==> src/rtl/hp_sub_if.sv <==
// Operand/result handshake bundle for hp_sub; the unit is the slave, the feeder/consumer the master.
interface hp_sub_if #(
    parameter int NEXP = 8,
    parameter int NSIG = 7
);
    localparam int W = NEXP + NSIG + 1;

    logic         in_valid;
    logic         in_ready;
    logic [W-1:0] a;
    logic [W-1:0] b;
    logic         out_valid;
    logic         out_ready;
    logic [W-1:0] s;
    logic [3:0]   flags;
    logic [2:0]   exception;

    modport slave (
        input  in_valid, a, b, out_ready,
        output in_ready, out_valid, s, flags, exception
    );

    modport master (
        output in_valid, a, b, out_ready,
        input  in_ready, out_valid, s, flags, exception
    );
endinterface

==> src/rtl/hp_sub.sv <==
// Multi-cycle bfloat16-style subtractor s = a - b, truncating (round toward zero).
// States: IDLE accept pair | ALIGN specials or align | OP add/sub | NORM one shift or pack | DONE hold result
module hp_sub #(
    parameter int NEXP = 8,
    parameter int NSIG = 7
) (
    input  logic    clk,
    input  logic    rst,
    hp_sub_if.slave bus
);
    localparam int W  = NEXP + NSIG + 1;
    localparam int SW = NSIG + 4;
    localparam logic [NEXP-1:0] EXP_ONE = NEXP'(1);
    localparam logic [NEXP-1:0] EXP_MAX = '1;
    localparam logic [NEXP-1:0] EXP_SAT = NEXP'(SW);
    localparam logic [W-1:0]    QNAN    = {1'b0, {NEXP{1'b1}}, 1'b1, {(NSIG-1){1'b0}}};

    typedef enum logic [2:0] {S_IDLE, S_ALIGN, S_OP, S_NORM, S_DONE} state_t;

    state_t          state_q;
    logic [W-1:0]    a_q, b_q;
    logic            in_ready_q, out_valid_q;
    logic [W-1:0]    s_q;
    logic [3:0]      flags_q;
    logic [2:0]      exc_q;
    logic            sign_a_q, sign_b_q, sign_q;
    logic [SW-1:0]   mag_a_q, mag_b_q;
    logic [SW:0]     sig_q;
    logic [NEXP-1:0] exp_q;

    logic            a_sgn, b_sgn;
    logic [NEXP-1:0] a_exp, b_exp;
    logic [NSIG-1:0] a_frc, b_frc;
    logic            a_nan, b_nan, a_snan, b_snan, a_inf, b_inf, a_zero, b_zero;

    assign {a_sgn, a_exp, a_frc} = a_q;
    assign {b_sgn, b_exp, b_frc} = b_q;

    assign a_nan  = (a_exp == EXP_MAX) && (a_frc != '0);
    assign b_nan  = (b_exp == EXP_MAX) && (b_frc != '0);
    assign a_snan = a_nan && !a_frc[NSIG-1];
    assign b_snan = b_nan && !b_frc[NSIG-1];
    assign a_inf  = (a_exp == EXP_MAX) && (a_frc == '0);
    assign b_inf  = (b_exp == EXP_MAX) && (b_frc == '0);
    assign a_zero = (a_exp == '0) && (a_frc == '0);
    assign b_zero = (b_exp == '0) && (b_frc == '0);

    logic         spc_d;
    logic [W-1:0] spc_s_d;
    logic [3:0]   spc_flags_d;
    logic [2:0]   spc_exc_d;

    always_comb begin
        spc_d       = 1'b1;
        spc_s_d     = QNAN;
        spc_flags_d = 4'b1000;
        spc_exc_d   = 3'b000;
        if (a_nan || b_nan) begin
            spc_exc_d = {a_snan || b_snan, 2'b00};
        end else if (a_inf && b_inf && (a_sgn == b_sgn)) begin
            spc_exc_d = 3'b100;
        end else if (a_inf) begin
            spc_s_d     = {a_sgn, EXP_MAX, {NSIG{1'b0}}};
            spc_flags_d = 4'b0100;
        end else if (b_inf) begin
            spc_s_d     = {~b_sgn, EXP_MAX, {NSIG{1'b0}}};
            spc_flags_d = 4'b0100;
        end else if (a_zero && b_zero) begin
            // only (-0) - (+0) keeps the negative sign
            spc_s_d     = {a_sgn & ~b_sgn, {(W-1){1'b0}}};
            spc_flags_d = 4'b0010;
        end else begin
            spc_d       = 1'b0;
            spc_s_d     = '0;
            spc_flags_d = 4'b0000;
        end
    end

    logic [NEXP-1:0] a_eff, b_eff, exp_diff_d, exp_big_d;
    logic [SW-1:0]   a_sig, b_sig, mag_a_d, mag_b_d;
    logic            a_big;

    always_comb begin
        a_eff      = (a_exp == '0) ? EXP_ONE : a_exp;
        b_eff      = (b_exp == '0) ? EXP_ONE : b_exp;
        a_sig      = {(a_exp != '0), a_frc, 3'b000};
        b_sig      = {(b_exp != '0), b_frc, 3'b000};
        a_big      = (a_eff >= b_eff);
        exp_diff_d = a_big ? (a_eff - b_eff) : (b_eff - a_eff);
        exp_big_d  = a_big ? a_eff : b_eff;
        mag_a_d    = a_sig;
        mag_b_d    = b_sig;
        if (a_big) begin
            mag_b_d = (exp_diff_d >= EXP_SAT) ? '0 : (b_sig >> exp_diff_d);
        end else begin
            mag_a_d = (exp_diff_d >= EXP_SAT) ? '0 : (a_sig >> exp_diff_d);
        end
    end

    logic [SW:0] op_sum_d;
    logic        op_sign_d;

    always_comb begin
        op_sum_d  = '0;
        op_sign_d = sign_a_q;
        if (sign_a_q == sign_b_q) begin
            op_sum_d = {1'b0, mag_a_q} + {1'b0, mag_b_q};
        end else if (mag_a_q >= mag_b_q) begin
            op_sum_d = {1'b0, mag_a_q - mag_b_q};
        end else begin
            op_sum_d  = {1'b0, mag_b_q - mag_a_q};
            op_sign_d = sign_b_q;
        end
    end

    logic [W-1:0] pk_s_d;
    logic [3:0]   pk_flags_d;
    logic [2:0]   pk_exc_d;

    always_comb begin
        pk_s_d     = {sign_q, exp_q, sig_q[SW-2 -: NSIG]};
        pk_flags_d = 4'b0000;
        pk_exc_d   = 3'b000;
        if (exp_q == EXP_MAX) begin
            pk_s_d     = {sign_q, EXP_MAX, {NSIG{1'b0}}};
            pk_flags_d = 4'b0100;
            pk_exc_d   = 3'b010;
        end else if (!sig_q[SW-1]) begin
            pk_s_d     = {sign_q, {NEXP{1'b0}}, sig_q[SW-2 -: NSIG]};
            pk_flags_d = 4'b0001;
            pk_exc_d   = 3'b001;
        end
    end

    always_ff @(posedge clk) begin
        if (rst) begin
            state_q     <= S_IDLE;
            a_q         <= '0;
            b_q         <= '0;
            in_ready_q  <= 1'b1;
            out_valid_q <= 1'b0;
            s_q         <= '0;
            flags_q     <= '0;
            exc_q       <= '0;
            sign_a_q    <= 1'b0;
            sign_b_q    <= 1'b0;
            sign_q      <= 1'b0;
            mag_a_q     <= '0;
            mag_b_q     <= '0;
            sig_q       <= '0;
            exp_q       <= '0;
        end else begin
            case (state_q)
                S_IDLE: begin
                    if (bus.in_valid) begin
                        a_q        <= bus.a;
                        b_q        <= bus.b;
                        in_ready_q <= 1'b0;
                        state_q    <= S_ALIGN;
                    end
                end
                S_ALIGN: begin
                    if (spc_d) begin
                        s_q         <= spc_s_d;
                        flags_q     <= spc_flags_d;
                        exc_q       <= spc_exc_d;
                        out_valid_q <= 1'b1;
                        state_q     <= S_DONE;
                    end else begin
                        sign_a_q <= a_sgn;
                        sign_b_q <= ~b_sgn;
                        mag_a_q  <= mag_a_d;
                        mag_b_q  <= mag_b_d;
                        exp_q    <= exp_big_d;
                        state_q  <= S_OP;
                    end
                end
                S_OP: begin
                    if (op_sum_d == '0) begin
                        s_q         <= '0;
                        flags_q     <= 4'b0010;
                        exc_q       <= 3'b000;
                        out_valid_q <= 1'b1;
                        state_q     <= S_DONE;
                    end else begin
                        sig_q   <= op_sum_d;
                        sign_q  <= op_sign_d;
                        state_q <= S_NORM;
                    end
                end
                S_NORM: begin
                    if (sig_q[SW]) begin
                        sig_q <= sig_q >> 1;
                        exp_q <= exp_q + EXP_ONE;
                    end else if (!sig_q[SW-1] && (exp_q > EXP_ONE)) begin
                        sig_q <= sig_q << 1;
                        exp_q <= exp_q - EXP_ONE;
                    end else begin
                        s_q         <= pk_s_d;
                        flags_q     <= pk_flags_d;
                        exc_q       <= pk_exc_d;
                        out_valid_q <= 1'b1;
                        state_q     <= S_DONE;
                    end
                end
                S_DONE: begin
                    if (bus.out_ready) begin
                        out_valid_q <= 1'b0;
                        in_ready_q  <= 1'b1;
                        state_q     <= S_IDLE;
                    end
                end
                default: begin
                    out_valid_q <= 1'b0;
                    in_ready_q  <= 1'b1;
                    state_q     <= S_IDLE;
                end
            endcase
        end
    end

    assign bus.in_ready  = in_ready_q;
    assign bus.out_valid = out_valid_q;
    assign bus.s         = s_q;
    assign bus.flags     = flags_q;
    assign bus.exception = exc_q;
endmodule

==> src/flat_wrapper.sv <==
// flat-port wrapper written by rule: the top's interface ports become plain ports
module hp_sub_flat 
#(
    parameter int NEXP = 8,
    parameter int NSIG = 7
)
  (clk, rst, bus_in_valid, bus_a, bus_b, bus_out_ready, bus_in_ready, bus_out_valid, bus_s, bus_flags, bus_exception);
  hp_sub_if #(.NEXP(NEXP), .NSIG(NSIG)) bus_i ();
  input  logic clk;
  input  logic rst;
  input wire logic [$bits(bus_i.in_valid)-1:0] bus_in_valid;
  input wire logic [$bits(bus_i.a)-1:0] bus_a;
  input wire logic [$bits(bus_i.b)-1:0] bus_b;
  input wire logic [$bits(bus_i.out_ready)-1:0] bus_out_ready;
  output wire logic [$bits(bus_i.in_ready)-1:0] bus_in_ready;
  output wire logic [$bits(bus_i.out_valid)-1:0] bus_out_valid;
  output wire logic [$bits(bus_i.s)-1:0] bus_s;
  output wire logic [$bits(bus_i.flags)-1:0] bus_flags;
  output wire logic [$bits(bus_i.exception)-1:0] bus_exception;
  assign bus_i.in_valid = bus_in_valid;
  assign bus_i.a = bus_a;
  assign bus_i.b = bus_b;
  assign bus_i.out_ready = bus_out_ready;
  assign bus_in_ready = bus_i.in_ready;
  assign bus_out_valid = bus_i.out_valid;
  assign bus_s = bus_i.s;
  assign bus_flags = bus_i.flags;
  assign bus_exception = bus_i.exception;
  hp_sub #(.NEXP(NEXP), .NSIG(NSIG)) u_core (.clk(clk), .rst(rst), .bus(bus_i));
endmodule
==> config.mk <==
export PLATFORM = sky130hd
export DESIGN_NAME = hp_sub_flat
export DESIGN_NICKNAME = d
export VERILOG_FILES = /design/src/rtl/hp_sub_if.sv /design/src/rtl/hp_sub.sv /design/src/flat_wrapper.sv
export SDC_FILE = /design/constraint.sdc
export NUM_CORES = 1
export LEC_CHECK = 0
export BUFFER_PORTS_ARGS = -buffer_cell sky130_fd_sc_hd__buf_4
export CORE_AREA = 4 4 149 151
export DETAILED_ROUTE_END_ITERATION = 8
export DIE_AREA = 0 0 153 155
export GPL_TIMING_DRIVEN = 1
export PLACE_DENSITY = 0.61
export SYNTH_ARGS = -nofsm -noshare
export SYNTH_HDL_FRONTEND = slang
export SYNTH_SLANG_ARGS = --single-unit
==> constraint.sdc <==
create_clock -name clk -period 6.2 [get_ports clk]
set_clock_uncertainty 0.1 [all_clocks]
set_input_delay 0.62 -clock clk [delete_from_list [all_inputs] [get_ports clk]]
set_output_delay 0.62 -clock clk [all_outputs]
set_load 0.02 [all_outputs]
==> flow_summary.toml <==
[clocking]
htreeDepth = 3
cts_tree = "built"
cts_resized = 0
cts.clk_slew.worst_paths_ns = 0.07
numCtsBuffers = 9
cts.sinks = 104
clock_latency_ns = 0.36
cts_buffer_depth = 2
cts-root-buf = "clkbuf_16"
post_cts_buffers = 0
hold_buffers = 0

[sta]
fmaxAchievable_mhz = 198
worst_pin_slew_ns = 1.02
finalSetupViolCount = 0
finalMaxSlewViolations = 0
slew_headroom_pct = 31.8
setup_tns_ns = 0
fin_crit_ns = 5.06
rsz0062_at_grt = "false"
min_period_over_period_pct = 81.6
finalHoldViolCount = 0

[setup_path]
max_stage_delay_ns = 0.61
critPathSlowestCell = "a21o_1"
cp-end-kind = "flip-flop"
cpLargestDelayFamily = "simple AND/OR/NAND/NOR gates"
crit_chain = "nor4_1 -> nand2_1 -> inv_1 -> nor2_1 -> ha_1 -> buf_4 -> a21oi_1 -> nand4bb_1 -> nand2_1 -> a21o_1 -> mux2i_1 -> xor2_1 -> nand2_1 -> nor4_2 -> nand3_1 -> a31oi_1"
path_buf_inv = 2
crit_required_ns = 6.37
crit_type = "reg2reg"
cp-start-kind = "flip-flop"
cp_max_fo = 19
crit_arrival_ns = 5.23
cpMostUsedCell = "nand2_1"

[route]
dr_wl_met3_mm = 1.16
vias = 8078
ant_nets = 0
wl_met2_mm = 11.3
routed_wl_mm = 24.2
via_per_inst = 5.89
top_layer = "met4"
wl_met1_mm = 11.2
first_pass_iters = 5
wire_per_inst_microns = 17.7
drc = 0
drt_iter0_drc = 687

[global_route]
grt_start_max_net_pins = 90
overflow = 0
antenna_found_initial = 0
globalRouteTotalUtil_pct = 20.4
grt_first_pass_wirelength_mm = 40.3
grt_pass1_vias = 7614

[final_layout]
nets = 1184
final.fill_count = 2183
seq_area_sq_mm = 0.00208
layout-area-overhead-vs-synth_pct = 9.15
multiInputGateArea_sq_mm = 0.00555
drive_above_1_share_pct = 14.0
antenna_cells = 0
fin_area_sq_mm = 0.00903

[yosys]
post-synth-top-area-cell = "dfxtp_1"
synth_cell_types = 98
syn_nets = 1190
yosysTopAreaCellShare_pct = 25.2
syn_area_sq_mm = 0.00827
synth-main-ff-cell = "dfxtp_1"
synth_edf_count = 0
synth-seq-area-share_pct = 25.2
netlist_top_cells_area = "dfxtp_1 (25%), nand2_1 (7.9%), ha_1 (7.7%)"
async_flop_share_pct = 0
ys_warn_count = 0
ys_ff_latch = 104
syn_avg_cell_area_sq_um = 7.53
syn-instance-count = 1098

[power]
finalPower_uw = 4520
ir_drop_uv = 340
cellLeakagePower_uw = 0.00345
power-per-cell-area_mw_per_mm2 = 501

[die]
coreArea_sq_mm = 0.0208
die_width_microns = 153
rows = 53
ios = 61
start_util_pct = 39.7
die_area_sq_mm = 0.0237
die_y_microns = 155

[hold_path]
hp-class = "reg2reg"

[placement]
dp_hpwl_mm = 18.1
port-buffer-count = 60
place_area_sq_mm = 0.00875
gp_congestion = 0.934

[status]
outcome = "finished clean"

[job]
drv_cap = 0
## area by class of cell
type / instances / share of cell area [%]
clock buffer: 9 / 2.50
clock inverter: 7 / 0.596
timing repair buffer: 72 / 5.99
tap: 275 / 3.81
inverter: 61 / 2.54
multi-input combinational: 844 / 61.5
sequential: 104 / 23.1
## cells in the final DEF, fill, tap and decap left out, types with 11 or more instances in the layout
master / synthesis / layout
a211oi_1: 13 / 13
a31oi_1: 20 / 20
nand3_1: 38 / 38
a21oi_1: 113 / 112
nand4_1: 13 / 13
ha_1: 51 / 51
inv_1: 60 / 60
o211ai_1: 22 / 22
o21ai_0: 48 / 48
nor2_1: 64 / 62
nand2_1: 174 / 174
dfxtp_1: 104 / 104
a311oi_1: 11 / 11
buf_4: 10 / 72
nor3_1: 21 / 21
mux2i_1: 23 / 23
nor4_1: 14 / 13
## path summary, 6_finish.rpt
| kind | end | depth (start not counted) | startpoint | slack, ns |
|---|---|---|---|---|
| max reg2reg | u_core.mag_b_q[8] | 16 | u_core.a_q[11] | 1.14 |
| max | u_core.mag_b_q[8] | 16 | u_core.a_q[11] | 1.14 |
| min reg2reg | u_core.bus.out_valid | 2 | u_core.bus.out_valid | 0.37 |
| min | u_core.bus.out_valid | 2 | u_core.bus.out_valid | 0.37 |
## flip-flops by register name, summed over array words and instances, names as in the netlist
name                  cells
u_core.mag_a_q           11
u_core.a_q               16
u_core.bus.exception      3
u_core.mag_b_q           11
u_core.sig_q             12
u_core.bus.flags          3
u_core.sign_a_q           1
u_core.bus.s             16
u_core.bus.out_valid      1
u_core.state_q            3
u_core.b_q               16
u_core.sign_q             1
u_core.sign_b_q           1
u_core.bus.in_ready       1
u_core.exp_q              8
## routing by layer
| layer | up-vias | GRT usage [%] |
|---|---|---|
| li1 | 3986 | - |
| met1 | 3802 | 27.8 |
| met2 | 249 | 33.7 |
| met3 | 41 | 2.56 |
| met4 | 0 | 7.04 |
| met5 | - | 0 |
## stage by stage
stage	worst slack, ns	cells	hold WS [ns]	utilization (%)
floorplan	2.14	1098	0.336	-
global placement	1.48	1356	0.351	42.0
finish	1.14	1372	0.368	43.3
global route	0.833	1372	0.399	43.3
CTS	1.25	1372	0.374	43.3
detailed placement	1.29	1356	0.360	42.0
## cell usage after synthesis (all sizes together) (10+ instances only)
cell type and instances:
a211oi 14, a21oi 117, a221oi 10, a311oi 11
a31oi 20, a32o 10, buf 23, clkbuf 65
dfxtp 104, ha 51, inv 60, mux2i 23
nand2 177, nand3 38, nand4 14, nor2 65
nor3 24, nor4 17, o211ai 23, o21ai 50
## worst min-delay path, cell delays in order (launching register included)
cell	delay, ns
dfxtp_1	0.32
nand2_1	0.05
a21oi_1	0.05
## cell families after synthesis
logic type               synth area share [%]
AO/OA/AOI/OAI                            27.9
XOR/XNOR                                 1.27
adder cells (fa/ha/maj)                  8.93
buffers and inverters                    7.87
flip-flops                               25.2
multiplexers                             4.96
AND/OR/NAND/NOR                          23.9
## power by group
| group | leakage [uW] | total, uW | internal (uW) | switching (uW) |
|---|---|---|---|---|
| sequential | 0.000846 | 944 | 787 | 157 |
| combinational | 0.00247 | 3030 | 1060 | 1970 |
| clock | 0.000134 | 548 | 277 | 271 |
(Power assumes the default switching activity.)
